**src/rtl/rx_ctrl.sv**
```systemverilog
// rx_ctrl: UART receive controller; edge-captures receiver bytes into a show-ahead FIFO with overrun and idle timeout.
module rx_ctrl #(
  parameter int DEPTH       = 8,
  parameter int AW          = 3,
  parameter int IDLE_CYCLES = 640
) (
  input  logic          clk16,
  input  logic          rst_n,
  input  logic          rx_enable,
  input  logic          fifo_flush,
  input  logic          receive_flag,
  input  logic [7:0]    para_data_out,
  output logic [7:0]    out_data,
  output logic          out_valid,
  input  logic          out_ready,
  output logic [AW:0]   fifo_count,
  output logic          overrun,
  input  logic          overrun_clr,
  output logic          rx_timeout
);
  typedef enum logic [1:0] {DISABLED, ACTIVE, FLUSH} state_t;
  state_t      state_q, state_d;
  logic        flag_q;
  logic [AW:0] wr_ptr_q, wr_ptr_d, rd_ptr_q, rd_ptr_d;
  logic [7:0]  mem_q [DEPTH];
  logic        overrun_q, overrun_d, rx_timeout_q, rx_timeout_d;
  logic [9:0]  idle_q, idle_d;
  logic        capture, full, rd_en, wr_en;

  assign fifo_count = wr_ptr_q - rd_ptr_q;
  assign out_valid  = fifo_count != '0;
  assign out_data   = mem_q[rd_ptr_q[AW-1:0]];
  assign overrun    = overrun_q;
  assign rx_timeout = rx_timeout_q;

  // A flush discards any capture or read in the same cycle.
  always_comb begin
    full         = fifo_count == (AW+1)'(DEPTH);
    capture      = receive_flag & ~flag_q & (state_q == ACTIVE) & ~fifo_flush;
    rd_en        = out_valid & out_ready & ~fifo_flush;
    wr_en        = capture & (~full | rd_en);
    state_d      = fifo_flush ? FLUSH : rx_enable ? ACTIVE : DISABLED;
    wr_ptr_d     = fifo_flush ? '0 : wr_ptr_q + (AW+1)'(wr_en);
    rd_ptr_d     = fifo_flush ? '0 : rd_ptr_q + (AW+1)'(rd_en);
    overrun_d    = (capture & full & ~rd_en) | (overrun_q & ~overrun_clr);
    idle_d       = (capture | rd_en | fifo_flush | ~out_valid) ? '0 :
                   (idle_q == 10'(IDLE_CYCLES)) ? idle_q : idle_q + 10'd1;
    rx_timeout_d = idle_d == 10'(IDLE_CYCLES);
  end

  always_ff @(posedge clk16 or negedge rst_n) begin
    if (!rst_n) begin
      state_q      <= DISABLED;
      flag_q       <= 1'b0;
      wr_ptr_q     <= '0;
      rd_ptr_q     <= '0;
      overrun_q    <= 1'b0;
      idle_q       <= '0;
      rx_timeout_q <= 1'b0;
    end else begin
      state_q      <= state_d;
      flag_q       <= receive_flag;
      wr_ptr_q     <= wr_ptr_d;
      rd_ptr_q     <= rd_ptr_d;
      overrun_q    <= overrun_d;
      idle_q       <= idle_d;
      rx_timeout_q <= rx_timeout_d;
    end
  end

  always_ff @(posedge clk16) begin
    if (wr_en) mem_q[wr_ptr_q[AW-1:0]] <= para_data_out;
  end
endmodule
```
**config.mk**
```make
export PLATFORM = sky130hd
export DESIGN_NAME = rx_ctrl
export DESIGN_NICKNAME = d
export VERILOG_FILES = /design/src/rtl/rx_ctrl.sv
export SDC_FILE = /design/constraint.sdc
export NUM_CORES = 1
export LEC_CHECK = 0
export ABC_AREA = 1
export BUFFER_PORTS_ARGS = -buffer_cell sky130_fd_sc_hd__buf_2
export CAP_MARGIN = 10
export CORE_ASPECT_RATIO = 1.4
export CORE_MARGIN = 4
export CORE_UTILIZATION = 40
export DETAILED_ROUTE_END_ITERATION = 12
export MAX_ROUTING_LAYER = met4
export SLEW_MARGIN = 20
export SYNTH_ARGS = -nofsm -noshare
export SYNTH_HDL_FRONTEND = slang
export SYNTH_SLANG_ARGS = --single-unit
```
**constraint.sdc**
```tcl
create_clock -name clk16 -period 7.8 [get_ports clk16]
set_input_delay 0.78 -clock clk16 [delete_from_list [all_inputs] [get_ports clk16]]
set_output_delay 0.78 -clock clk16 [all_outputs]
set_load 0.02 [all_outputs]
```
==> impl_metrics.csv, run 1 <==
group,metric,value,unit
outcome,status,"completed",
pwr,leakage,0.001834,uW
global_route,grt_pass1_vias,2845,
yosys,syn_area_per_cell,10.45,um2
worst_setup_path,critical_path.top_delay_family,"flip-flops",
worst_setup_path,cp-start-kind,"flip-flop",
placed_design,dp.cells,529,
pwr,vdd_drop_max,0.0001661,V
finish,drive_above_1_share,16.26,%
finish,nets,433,
worst_setup_path,crit_fanout,35,
clocking,cts_buffer_depth,2,
sta,rsz0062_at_grt,"false",
die,die_h,125.7,um
placed_design,dp_hpwl,6090,um
clocking,holdBufCountCts,0,
worst_setup_path,cp.arrival,2.92,ns
die,die-area,11580,um2
yosys,synth_warnings,0,
global_route,grtUsageTotal,16.36,%
drt,drt_wl_total,8389,um
yosys,syn-cell-area,3959,um2
drt,wire_per_inst,15.42,um
worst_setup_path,r2r-end,"mem_q[1][0]$_DFFE_PP_",
hold_path,hold_path.class,"primary input to asynchronous set/reset pin",
sta,max_freq,270.3,MHz
drt,ant_nets,0,
die,start_util,41.39,%
sta,drv_slew,0,
global_route,overflow,0,
clocking,path_clk_slew,0.06,ns
yosys,synth_seq_cells,87,
die,core_area,9564,um2
job,drv_cap,0,
finish,layout.cells.non_filler,544,
worst_setup_path,rrSetupSlack,4.33,ns
drt,vias,2683,
drt,vias_per_cell,4.932,
yosys,synth_edf_count,64,
global_route,antenna_found_initial,0,
yosys,async_reset_ff_share,26.44,%
worst_setup_path,reg2reg_depth,8,
yosys,synth_area_leader_cell,"edfxtp_1",
global_route,grt_max_degree,36,
clocking,h-tree-depth,3,
placed_design,globalplace.congestion,0.8117,
drt,drcViolationCount,0,
drt,dr.pass1.iters,4,
clocking,post-cts-setup-buffer-count,0,
sta,finalSetupViolations,0,
yosys,ys_types,36,
sta,fin_worst_skew,0.006211,ns
clocking,root_buffer,"clkbuf_16",
clocking,cts.sinks,87,
finish,nFillCells,903,
worst_setup_path,required,7.02,ns
clocking,clk_latency,0.34,ns
clocking,numCtsBuffers,9,
sta,whs,0.4186,ns
yosys,synth_top_area_share,48.55,%
global_route,grt_pass1_wl,13920,um
placed_design,io_buffers,29,
finish,syn_to_final_growth,14.13,%
yosys,ys_seq_area_share,63.08,%
worst_setup_path,critPathBufInv,2,
worst_setup_path,r2r_start,"rd_ptr_q[0]$_DFF_PN0_",
finish,antenna_cells,0,
worst_setup_path,worstSetupPathType,"flip-flop to primary output",
yosys,ys_top_cells_by_count,"85 x nor2_1, 64 x edfxtp_1, 39 x nand2_1, 37 x inv_1, 35 x o21ai_0",
sta,final.period_utilization,47.43,%
die,rows,42,
yosys,ys.flop_type,"edfxtp_1",
finish,fin_util,47.24,%
yosys,synth_most_common_cell,"nor2_1",
sta,finalHoldViolCount,0,
die,die_w,92.08,um
pwr,cellPowerDensity,237.6,nW/um2
die,ios,30,
drt,drt_iter0_drc,108,
yosys,syn-instance-count,379,
sta,setup_tns,0,ns
clocking,cts_tree,"done",
sta,tightest_slew,1.040,ns
worst_setup_path,max_stage_delay,1.02,ns
worst_setup_path,cpMaxStageDelayCell,"dfrtp_1",
yosys,syn_nets,404,
sta,period_minus_slack,3.699,ns
yosys,synthTopCellsByArea,"edfxtp_1 49%, dfrtp_1 15%, nor2_1 8.1%, o21ai_0 4.4%, nand2_1 3.7%",
clocking,cts.repair.resized,0,
worst_setup_path,endpoint_kind,"primary output",
sta,slew_headroom,30.65,%
worst_setup_path,crit_chain,"ha_1 -> inv_1 -> fa_1 -> or2_4 -> nor2_4 -> nand3_4 -> buf_2",
[area by class of cell]
| type | instances | area [um2] | area share [%] |
|---|---|---|---|
| Multi-Input combinational cell | 237 | 1250 | 27.67 |
| Timing Repair Buffer | 29 | 145.1 | 3.212 |
| Tap cell | 132 | 165.2 | 3.655 |
| Sequential cell | 87 | 2497 | 55.28 |
| Inverter | 44 | 165.2 | 3.655 |
| Clock inverter | 6 | 70.07 | 1.551 |
| Clock buffer | 9 | 225.2 | 4.985 |
[registers in the layout, summed over array words and instances (netlist names)]
signal      count
state_q         2
flag_q          1
rx_timeout      1
rd_ptr_q        4
idle_q         10
overrun         1
mem_q          64
wr_ptr_q        4
[worst max path at each step]
stage / startpoint / endpoint / slack (ns) / cells after the start
final: rd_ptr_q[0]$_DFF_PN0_ / out_valid / 4.10 / 7
after global routing: rd_ptr_q[0]$_DFF_PN0_ / out_data[7] / 3.80 / 6
after CTS: rd_ptr_q[0]$_DFF_PN0_ / out_data[6] / 4.08 / 6
after detailed placement: rd_ptr_q[0]$_DFF_PN0_ / mem_q[7][1]$_DFFE_PP_ / 4.33 / 8
after global placement: rd_ptr_q[0]$_DFF_PN0_ / mem_q[1][2]$_DFFE_PP_ / 4.34 / 8
after floorplan: rd_ptr_q[1]$_DFF_PN0_ / wr_ptr_q[2]$_DFF_PN0_ / 5.04 / 11
[cell usage in the layout (no fill, tap or decap), drive strengths merged, types with 2 or more instances in the layout]
master / n
a21oi: 5
a31oi: 8
buf: 29
clkbuf: 9
clkinv: 2
clkinvlp: 2
dfrtp: 23
edfxtp: 64
ha: 9
inv: 45
nand2: 42
nand3: 14
nand4: 3
nor2: 91
nor3: 6
o21ai: 38
o22ai: 8
xnor2: 3
xor2: 4
[report_power, final]
| group | switching, uW | total [uW] | internal, uW |
|---|---|---|---|
| Clock | 177 | 426 | 249 |
| Sequential | 11.3 | 512 | 500 |
| Combinational | 90.1 | 136 | 45.6 |
| Total | 278 | 1070 | 795 |
[layer usage]
metal | up-vias | part of all wire, % | global-route usage (%) | routed length (um)
met5 | - | 0 | - | 0
met4 | 0 | 2.6 | 8.224 | 216
met3 | 11 | 4.8 | 3.819 | 403
met2 | 70 | 52 | 27.97 | 4403
met1 | 1267 | 40 | 17.67 | 3366
li1 | 1335 | - | - | -
[cell families after synthesis]
kind of cell | Yosys count | synth area share [%]
AND/OR/NAND/NOR | 159 | 17.95
AO/OA/AOI/OAI | 61 | 8.534
flip-flops | 87 | 63.08
XOR/XNOR | 7 | 1.738
buffers and inverters | 55 | 5.341
adder cells (fa/ha/maj) | 10 | 3.350
[through the flow]
| step | setup WS, ns | total power (uW) | cell area, um2 |
|---|---|---|---|
| 3_3_place_gp | 4.344 | 657.9 | 4223 |
| 5_1_grt | 3.796 | 1124 | 4518 |
| 4_1_cts | 4.082 | 1088 | 4518 |
| 6_report | 4.101 | 1073 | 4518 |
| 3_5_place_dp | 4.326 | 658.7 | 4223 |
| 2_1_floorplan | 5.038 | 615.9 | 3959 |
No activity file was read; power rests on OpenSTA's default activity.
==> run 2: changes to the inputs <==
- ABC_AREA: 1 -> 0
- clock period: 7.8 -> 3.6 ns (I/O delays scaled with it)
==> run 2 against run 1 <==
  * Register-to-register slack worse by 3.6 ns
  * Flip-flop and latch count stayed put
  * Sequential power is 110% higher
  * Largest cell class unchanged
  * First-iteration DRC count is 8.3% higher
  * Synthesized area is 2.8% lower
  * The run now ends with negative hold slack left
==> impl_metrics.csv, run 2 <==
group,metric,value,unit
yosys,synth_top_area_share,49.93,%
clocking,cts_buffer_depth,2,
yosys,synth_xor_area_share,3.414,%
drt,drt_wl_total,7054,um
drt,drt_iter0_drc,117,
clocking,h-tree-depth,3,
sta,final.period_utilization,80.78,%
sta,slew_headroom,37.22,%
outcome,violations,"negative hold slack",
sta,max_freq,343.9,MHz
sta,rsz0062_at_grt,"false",
sta,tightest_slew,0.9382,ns
drt,ant_nets,0,
global_route,grtUsageTotal,14.41,%
clocking,cts.repair.resized,0,
sta,fin_worst_skew,0.006523,ns
finish,syn_to_final_growth,15.05,%
drt,drcViolationCount,0,
finish,multiInputGateArea,1236,um2
yosys,synthTopCellsByArea,"edfxtp_1 50%, dfrtp_1 15%, mux4_2 9.4%, ha_1 2.9%, nand2_1 2.9%",
die,ios,30,
placed_design,io_buffers,29,
drt,wire_per_inst,17.25,um
finish,largest_reg_flops,64,
pwr,leakage,0.001620,uW
sta,whs,-0.007880,ns
clocking,clk_latency,0.33,ns
global_route,overflow,0,
yosys,syn_nets,288,
finish,final_cell_mix,"64 x edfxtp_1, 30 x nand2_1, 29 x buf_2, 25 x nor2_1, 23 x dfrtp_1",
pwr,cellPowerDensity,529.4,nW/um2
worst_setup_path,max_stage_delay,0.73,ns
clocking,cts_tree,"done",
clocking,root_buffer,"clkbuf_16",
worst_setup_path,endpoint_kind,"flip-flop",
sta,finalHoldViolCount,11,
pwr,vdd_drop_max,0.0002787,V
worst_setup_path,r2r_start,"rd_ptr_q[2]$_DFF_PN0_",
yosys,async_reset_ff_share,26.44,%
yosys,syn_area_per_cell,14.63,um2
yosys,synth_area_leader_cell,"edfxtp_1",
die,rows,42,
finish,nFillCells,816,
clocking,path_clk_slew,0.06,ns
global_route,grt_pass1_vias,2283,
worst_setup_path,worstSetupPathType,"flip-flop to flip-flop",
worst_setup_path,required,3.55,ns
clocking,post-cts-setup-buffer-count,0,
die,die-area,11280,um2
worst_setup_path,critPathBufInv,1,
worst_setup_path,cpMostUsedCell,"a21oi_1",
yosys,yosys.area_share.adder,3.446,%
clocking,numCtsBuffers,9,
outcome,status,"finished, violations left",
clocking,holdBufCountCts,0,
clocking,cts.sinks,87,
worst_setup_path,crit_chain,"clkinv_1 -> ha_1 -> a21oi_1 -> a21oi_1 -> o41a_1 -> nand2_2 -> nor2_1",
worst_setup_path,cp.arrival,2.86,ns
yosys,synth_most_common_cell,"edfxtp_1",
yosys,yosys.area_share.simple,13.43,%
die,core_area,9407,um2
global_route,grt_max_degree,24,
sta,period_minus_slack,2.908,ns
yosys,syn-cell-area,3849,um2
worst_setup_path,critical_path.top_delay_family,"simple AND/OR/NAND/NOR gates",
yosys,synth_warnings,0,
drt,wl_met3,308,um
sta,finalSetupViolations,0,
sta,setup_tns,0,ns
finish,antenna_cells,0,
yosys,ys_types,44,
yosys,ys_top_cells_by_count,"64 x edfxtp_1, 30 x nand2_1, 25 x nor2_1, 23 x dfrtp_1, 16 x mux4_2",
worst_setup_path,cp-start-kind,"flip-flop",
drt,vias_per_cell,5.330,
hold_path,hold_path.class,"primary input to asynchronous set/reset pin",
finish,nets,320,
placed_design,dp_hpwl,4892,um
drt,dr.pass1.iters,4,
yosys,synth_top_family_by_area,"simple AND/OR/NAND/NOR gates",
placed_design,globalplace.congestion,0.7850,
job,drv_cap,0,
finish,fin_util,47.07,%
die,die_w,90.90,um
yosys,ys.flop_type,"edfxtp_1",
drt,maxUsedRoutingLayer,"met4",
sta,drv_slew,0,
global_route,antenna_found_initial,0,
yosys,synth_edf_count,64,
yosys,ys_seq_area_share,64.89,%
yosys,synth_compound_area_share,2.471,%
drt,vias,2180,
drt,wl_met2,3619,um
drt,drt-met1-wl,2981,um
worst_setup_path,cpMaxStageDelayCell,"nor2_1",
die,start_util,40.92,%
global_route,grt_pass1_wl,11800,um
yosys,synthMuxAreaShare,9.363,%
worst_setup_path,crit_start,"rd_ptr_q[2]$_DFF_PN0_",
die,die_h,124.1,um
yosys,synth_seq_cells,87,
finish,drive_above_1_share,24.08,%
worst_setup_path,crit_fanout,9,
finish,final_common_cell,"edfxtp_1",
finish,seq_area,2497,um2
yosys,syn-instance-count,263,
run 2: changes by cell type after synthesis, sizes merged, moves of 4 or more:
cell	delta
clkbuf	-6
and3	+4
nand2	-10
o21ai	-35
nor2	-66
buf	+8
inv	-34
a31oi	-8
nor2b	+6
o22ai	-7
nand3	-5
xor2	+5
mux4	+16
run 2: final timing paths:
path                                          to  slack [ns]  cells past startpoint
max                        mem_q[5][6]$_DFFE_PP_        0.69                      7
min                             flag_q$_DFF_PN0_      -0.008                      1
max in group asynchronous    idle_q[9]$_DFF_PN0_        3.26                      1
max reg2reg                mem_q[5][6]$_DFFE_PP_        0.69                      7
min reg2reg                    overrun$_DFF_PN0_        0.55                      2
min in group clk16              flag_q$_DFF_PN0_        0.14                      1
run 2: final cells by class:
type / instances / area share, %
inverter: 10 / 0.8477
tap: 110 / 3.108
clock buffer: 10 / 5.171
multi-input combinational: 153 / 27.92
clock inverter: 5 / 2.430
timing repair buffer: 34 / 4.125
sequential: 87 / 56.40
run 2: kinds of logic after synthesis:
logic type	after synthesis
fa+ha+maj	10
xor+xnor	15
simple gates	98
buf+inv	23
flops	87
mux	16
compound gates	14
run 2: per-stage QoR:
step | setup slack [ns] | hold slack [ns] | instance area [um2] | instances | power [uW]
floorplan | 0.3650 | 0.06441 | 3849 | 263 | 1267
global placement | 0.8037 | 0.3659 | 4091 | 394 | 1334
detailed placement | 0.6841 | 0.3727 | 4091 | 394 | 1333
CTS | 0.6599 | 0.01264 | 4428 | 409 | 2376
global route | 0.4481 | 0.03027 | 4428 | 409 | 2441
finish | 0.6920 | -0.007880 | 4428 | 409 | 2344
run 2: where the power goes:
part	switching [uW]	internal, uW	leakage (uW)
registers	6.33	1080	0.000891
logic	129	89.6	0.000567
clock network	359	676	0.000163
total	494	1850	0.00162
run 2: routing by layer:
metal | vias to the layer above | track usage, %
met5 | - | -
met4 | 0 | 6.415
met3 | 9 | 2.779
met2 | 51 | 24.78
met1 | 1084 | 16.57
li1 | 1036 | -
